[src/rtl/bias_sequencer.sv]
// Bias-add / saturate stage behind the adder tree: sequences bias groups over a layer pass
// and presents one registered, biased beat per accepted input beat.
module bias_sequencer #(
   parameter int N_adder_tree  = 16,
   parameter int NUM_GROUPS    = 4,
   parameter int PIX_PER_GROUP = 8,
   parameter int RELU          = 0
) (
   input  logic                                                  clk,
   input  logic                                                  rst_n,
   input  logic                                                  start,
   input  logic [N_adder_tree*18-1:0]                            in_data,
   input  logic                                                  in_valid,
   output logic                                                  in_ready,
   output logic [((NUM_GROUPS > 1) ? $clog2(NUM_GROUPS) : 1)-1:0] bias_sel,
   input  logic [N_adder_tree*18-1:0]                            bias_in,
   output logic [N_adder_tree*18-1:0]                            out_data,
   output logic                                                  out_valid,
   input  logic                                                  out_ready,
   output logic                                                  busy,
   output logic                                                  done
);

   localparam int DW = N_adder_tree * 18;
   localparam int GW = (NUM_GROUPS > 1) ? $clog2(NUM_GROUPS) : 1;
   localparam int PW = (PIX_PER_GROUP > 1) ? $clog2(PIX_PER_GROUP) : 1;

   typedef enum logic [1:0] {
      IDLE  = 2'd0,
      RUN   = 2'd1,
      DRAIN = 2'd2
   } state_t;

   state_t          state_r;
   state_t          state_nxt_s;
   logic [PW-1:0]   pix_r;
   logic [GW-1:0]   sel_r;
   logic            out_valid_r;
   logic [DW-1:0]   out_data_r;
   logic [DW-1:0]   sat_s;
   logic            in_ready_s;
   logic            in_hs_s;
   logic            out_hs_s;
   logic            pix_wrap_s;
   logic            sel_wrap_s;
   logic            last_beat_s;
   logic            start_acc_s;
   logic            done_s;

   // Sign-extended 19-bit add; overflow shows as disagreement of the top two sum bits.
   function automatic logic [17:0] sat18(input logic [17:0] a, input logic [17:0] b);
      logic [18:0] sum;
      logic [17:0] res;
      sum = {a[17], a} + {b[17], b};
      if (sum[18] != sum[17]) begin
         res = sum[18] ? 18'h20000 : 18'h1FFFF;
      end else begin
         res = sum[17:0];
      end
      if ((RELU != 0) && res[17]) begin
         res = 18'h00000;
      end else begin
         res = res;
      end
      return res;
   endfunction

   // Handshake qualifiers and group/pixel wrap conditions.
   always_comb begin
      in_ready_s  = (state_r == RUN) && (!out_valid_r || out_ready);
      in_hs_s     = in_valid && in_ready_s;
      out_hs_s    = out_valid_r && out_ready;
      pix_wrap_s  = (pix_r == PW'(PIX_PER_GROUP - 1));
      sel_wrap_s  = (sel_r == GW'(NUM_GROUPS - 1));
      last_beat_s = in_hs_s && pix_wrap_s && sel_wrap_s;
      start_acc_s = (state_r == IDLE) && start;
   end

   // Pass-level FSM next state; done fires on the final output handshake.
   always_comb begin
      state_nxt_s = state_r;
      done_s      = 1'b0;
      case (state_r)
         IDLE: begin
            if (start) state_nxt_s = RUN;
            else       state_nxt_s = IDLE;
         end
         RUN: begin
            if (last_beat_s) state_nxt_s = DRAIN;
            else             state_nxt_s = RUN;
         end
         DRAIN: begin
            if (out_hs_s) begin
               state_nxt_s = IDLE;
               done_s      = 1'b1;
            end else begin
               state_nxt_s = DRAIN;
            end
         end
         default: state_nxt_s = IDLE;
      endcase
   end

   // FSM state register.
   always_ff @(posedge clk or negedge rst_n) begin
      if (!rst_n) state_r <= IDLE;
      else        state_r <= state_nxt_s;
   end

   // Pixel and group counters; the group index is what the external bias bank decodes.
   always_ff @(posedge clk or negedge rst_n) begin
      if (!rst_n) begin
         pix_r <= '0;
         sel_r <= '0;
      end else if (start_acc_s) begin
         pix_r <= '0;
         sel_r <= '0;
      end else if (in_hs_s) begin
         if (pix_wrap_s) begin
            pix_r <= '0;
            sel_r <= sel_wrap_s ? '0 : sel_r + GW'(1);
         end else begin
            pix_r <= pix_r + PW'(1);
         end
      end
   end

   // Per-lane biased and saturated sum of the current input beat.
   always_comb begin
      sat_s = '0;
      for (int i = 0; i < N_adder_tree; i++) begin
         sat_s[i*18 +: 18] = sat18(in_data[i*18 +: 18], bias_in[i*18 +: 18]);
      end
   end

   // Output register: loads on every accepted beat, otherwise holds until drained.
   always_ff @(posedge clk or negedge rst_n) begin
      if (!rst_n) begin
         out_valid_r <= 1'b0;
         out_data_r  <= '0;
      end else if (in_hs_s) begin
         out_valid_r <= 1'b1;
         out_data_r  <= sat_s;
      end else if (out_hs_s) begin
         out_valid_r <= 1'b0;
      end
   end

   assign in_ready  = in_ready_s;
   assign bias_sel  = sel_r;
   assign out_data  = out_data_r;
   assign out_valid = out_valid_r;
   assign busy      = (state_r != IDLE);
   assign done      = done_s;

endmodule

[config.mk]
export PLATFORM = sky130hd
export DESIGN_NAME = bias_sequencer
export DESIGN_NICKNAME = d
export VERILOG_FILES = /design/src/rtl/bias_sequencer.sv
export SDC_FILE = /design/constraint.sdc
export NUM_CORES = 1
export LEC_CHECK = 0
export BUFFER_PORTS_ARGS = -buffer_cell sky130_fd_sc_hd__buf_2
export CELL_PAD_IN_SITES_DETAIL_PLACEMENT = 0
export CELL_PAD_IN_SITES_GLOBAL_PLACEMENT = 1
export CORE_AREA = 2 2 338 340
export CTS_CLUSTER_SIZE = 10
export DETAILED_ROUTE_END_ITERATION = 8
export DIE_AREA = 0 0 340 342
export MAX_ROUTING_LAYER = met4
export PLACE_DENSITY = 0.55
export SYNTH_ARGS = -nofsm -noshare
export SYNTH_HDL_FRONTEND = slang
export SYNTH_SLANG_ARGS = --single-unit
[constraint.sdc]
create_clock -name clk -period 2.25 [get_ports clk]
set_clock_uncertainty 0.1 [all_clocks]
set_input_delay 0.45 -clock clk [delete_from_list [all_inputs] [get_ports clk]]
set_output_delay 0.45 -clock clk [all_outputs]
set_load 0.05 [all_outputs]
# After elaboration in Yosys (flattened, before gate mapping)
# Cells that the tools add are included.
word_totals:
  reg_bits: 296
  elab_cells: 104
  out_inout_bits: 294
  in_bits: 581
classes:
  muxes: 47
  n_eq_ne: 20
  n_reduce_logical: 14
  n_addsub: 18
ops:
  columns: ["cell", "n"]
  rows:
  - ["2-to-1 mux 18 bit", 32]
  - ["adder 18 x 18 -> 19 bit", 16]
  - ["!= test 1 bit", 16]
  - ["2-to-1 mux 2 bit", 6]
  - ["2-to-1 mux 3 bit", 3]
  - ["nonzero test 2 bit", 4]
  - ["logical AND 1 bit", 6]
  - ["one-hot mux 2 bit (3 select lines)", 1]
  - ["2-to-1 mux 1 bit", 5]
  - ["== test 2 bit (second input constant)", 2]
  - ["adder 3 x 1 -> 3 bit (second input constant)", 1]
  - ["== test 3 bit (second input constant)", 1]
  - ["adder 2 x 1 -> 2 bit (second input constant)", 1]
  - ["== test 2 x 1 -> 1 bit (second input constant)", 1]
  - ["zero test 2 bit", 1]
  - ["AND reduction 2 bit", 1]
  - ["zero test 1 bit", 1]
  - ["logical OR 1 bit", 1]

# Depth between registers and ports, before layout
logic_depth:
  depth_word: 8
  ltp_mapped: 13
  depth_no_buf: 11

# Least setup slack after synthesis
# Ideal clock, no wire load.
synth_path:
  path_kind: "input to register"
  start: "input port in_data[54]"
  end: "register out_data_r[54] (netlist: out_data[54])"
  t_required_ns: 2.027
  slack_ns: -1.137
  t_arrival_ns: 3.164
  n_path_buf: 1
  setup_ns: 0.123
  stages: 11
  cell_sequence: "ha_1 > fa_1 > nand3_1 > a31oi_1 > o211a_1 > a311o_1 > a31o_1 > or4b_1 > a211o_1 > buf_6 > o221a_2"
synth_via:
  elab_chain_cells: 3
  elab_cells_between_ends: 4
  classes_between: "add/sub (1); eq/ne (1); mux (2)"
synth_lines:
  columns: ["item", "line_no", "rtl"]
  rows:
  - ["from (decl)", "12", "input logic [N_adder_tree*18-1:0] in_data,"]
  - ["adder 18 x 18 -> 19 bit *", "54", "sum = {a[17], a} + {b[17], b};"]
  - ["2-to-1 mux 18 bit / != test 1 bit (equally long branches)", "56, 55", null]
  - ["2-to-1 mux 18 bit *", "55", "if (sum[18] != sum[17]) begin"]
  - ["to (signal assigned)", "143", "out_data_r <= sat_s;"]
  - ["to (decl)", "39", "logic [DW-1:0] out_data_r;"]
# Every way passes the cells marked *; elsewhere a longest branch is shown, timed or not.
# A chain may end at the register's enable or synchronous reset.

# Final worst setup path
layout_path:
  start: "input port in_data[54]"
  end: "register out_data_r[63] (netlist: out_data[63])"
# The elaborated chain is that of the path after synthesis.

==> impl_results.md <==
* Status: finished, violations left
* Failing checks: negative setup slack
* # rows at 124
* Placed insts at 6113
* Max-slew headroom at 45.3%
* CTS buffer count at between 40 and 50
* Share of synthesized registers carrying an async set or reset at 100%
* Register area share after synthesis at 29.4%
* Root buffer cell: clkbuf_16
* Crit path max fanout at 5
* Final worst path period share at 118%
* IO Port Bufs at between 800 and 900
* Highest-count cells in the layout ignoring fill and taps: buf_4, buf_2, nand2_1, dfrtp_1, ha_1
* Placement-stage cell area at 0.0393 mm^2
* CTS tree: done
* Arr. time, crit path at around 3.1 ns
* Die width at about 340 um
* GP Congestion at 0.937
* Setup crit start: in_data[54]
* Max-Cap Viols at 0
* Syn-to-layout area delta at 77.1%
* Fin. Hold Viols at 0
* Routed Antenna Nets at 0
* Worst Setup End Kind: flip-flop
* RSZ-0062 raised after global routing: true
* FILL cells at ~12000
* Startpoint class of the critical path: input pin
* Final HPWL DP at 104000 um
* Hold wc startpoint: start
* Post-layout net count at 5675
* Final std cells w/o fill at 6352
* Crit path required time at 2.63 ns
* CTS sink count at 296
* Hold slack final at 0.0640 ns
* Hold Path Class: in -> reg
* Htree depth at 2
* Post-Syn Area at roughly 0.025 mm^2
* Synthesized net count at 3878
* CTS Buffer Depth at 3
* Peak VDD IR at roughly 0.00057 V
* Vias after detailed routing at 29779
* Post-route cell area at ~0.045 mm^2
* Commonest non-fill, non-tap cell in the layout: buf_4
* Pwr/cell area at 868 mW/mm^2
* Die ar. at approximately 0.12 mm^2
* # DRC at 0
* Layout cells sized above 1 at 51.8%
* Vias per cell at 4.69
* Slew Limit Fails at 0
* Clock Latency Late Sink at ~0.60 ns
* Initial antenna violation count at 30
* Largest net degree at the start of global routing at 61
* WL/cell at around 20 um
* Yosys cell types at 84
* I/O pins at 875
* Final Critical Period at 2.66 ns
* Total wire length at between 100000 and 150000 um
* Number of synthesized flops with an enable pin at 0
* Grt ovf at 0
* Syn Inst Count at 2990
* Iteration-0 DRC Markers at 1261
* Setup CP Type: in -> reg
* Cell leakage power at between 20 and 25 nW
* Yosys Warn Count at 0
* Register bit count reported by yosys at about 300
* Worst slew pin tran at between 0.7 and 0.8 ns
* Final worst setup slack at -0.411 ns
* Final core occ at 39.5%
* R2R Path Start: state_r[1]
* Primary FF master, synth: dfrtp_1
* DR pass1 iterations at 5
* Fmax at about 380 MHz
* Vias in the first global route at 29487
* First-pass GRT wire length at 184000 um
* Mapped Avg Cell Area at approximately 8.4 um^2
* Final-report setup violation count at 193
* Die Span Y at 342 um
* Total Routing Usage GR at 21.2%
* Clock Pin Slew Worst Setup and Hold Paths at 0.05 ns
* Starting Density at approximately 22%
* Core ar. at 0.113 mm^2
-- through the flow --
step	total power [mW]	setup slack [ns]	setup TNS [ns]
6_report	38.8	-0.411	-35.45
3_3_place_gp	29.4	-1.29	-230.43
5_1_grt	40.8	-0.441	-51.18
3_5_place_dp	29.5	-1.33	-233.62
4_1_cts	38.1	-0.351	-28.51
2_1_floorplan	21.4	-0.831	-125.63
-- critical path, stage by stage --
cell	delay, ns
buf_8	0.10
ha_4	0.15
fa_2	0.36
nand3_2	0.09
a31oi_4	0.10
o211a_1	0.24
a311o_1	0.30
a31o_1	0.20
or4b_4	0.51
a211o_4	0.41
o221a_4	0.13
-- layout make-up --
class,count,area [um^2],share of cell area [%]
multi-input cells,2549,20800,46.5
clock buffers,64,1310,2.93
clock inverters,15,181,0.406
flip-flops and latches,296,7410,16.6
inverters,60,225,0.504
repair buffers,1834,12800,28.7
well taps,1512,1890,4.24
diodes,22,55.1,0.123
-- final timing paths --
kind | slack, ns | end | depth (start not counted)
worst max-delay path | -0.41 | out_data[63] | 11
worst min-delay path | 0.06 | bias_sel[1] | 3
worst max register to register | 0.11 | out_data[140] | 7
worst min register to register | 0.36 | out_data[161] | 2
max in group asynchronous | 1.03 | out_data[115] | 4
min in group asynchronous | 0.20 | out_data[163] | 2
-- cells by family after synthesis --
group                    count (synthesis)  share of synthesized area (%)
AND/OR/NAND/NOR                        926                           16.7
adder cells (fa/ha/maj)                325                           16.4
flip-flops                             296                           29.4
buffers and inverters                  154                           2.44
AO/OA/AOI/OAI                         1085                           27.9
XOR/XNOR                               195                           6.77
multiplexers                             9                          0.387
-- state kept, by name (all words and copies together), names as in the netlist --
signal,flops
out_data,288
pix_r,3
bias_sel,2
state_r,2
out_valid,1
-- routing by layer --
layer / vias to the layer above / GRT usage [%] / wire length, um
met4: 0 / 6.29 / 3500
met2: 651 / 35.5 / 61600
met1: 14277 / 26.1 / 54800
met5: - / - / 0
met3: 159 / 3.35 / 5500
li1: 14692 / - / -
-- synth_stat cells, types with 12 or more instances --
library cell	number	area [um^2]
nand4_1	13	81.3
xnor2_1	131	1150
nand2b_1	31	194
ha_1	291	3640
inv_1	60	225
fa_1	16	320
o21ai_0	330	1650
o21ai_1	16	80.1
a21oi_1	248	1240
nor2b_1	35	219
a211oi_1	51	383
a31oi_1	30	188
a211o_1	12	105
o211ai_1	41	308
and2_1	23	144
maj3_1	18	180
nor3_1	55	275
nand2_1	361	1360
and3_1	26	163
a21o_1	95	713
xor2_1	64	561
o31ai_1	13	97.6
a221o_1	29	290
dfrtp_1	296	7410
nor2_1	249	935
nand3_1	64	320
o21a_1	44	330
o21bai_1	35	263
clkbuf_1	77	289
or3_1	12	75.1
a22o_1	26	228
-- power breakdown --
| part | total [mW] | switching [mW] | internal [mW] |
|---|---|---|---|
| registers | 8.49 | 1.34 | 7.15 |
| logic | 23.0 | 14.9 | 8.16 |
| clock network | 7.25 | 2.87 | 4.38 |
-- timing repair --
| item | CTS | global route |
|---|---|---|
| setup buffers | 85 | 55 |
| cloned | 12 | 5 |
| setup endpoints to repair | 230 | 281 |
| hold buffers | 1 | 0 |
| pin swaps | 164 | 272 |
| gates resized for setup | 260 | 339 |
| hold endpoints to repair | 119 | 0 |
Power figures use the tool's default switching activity.
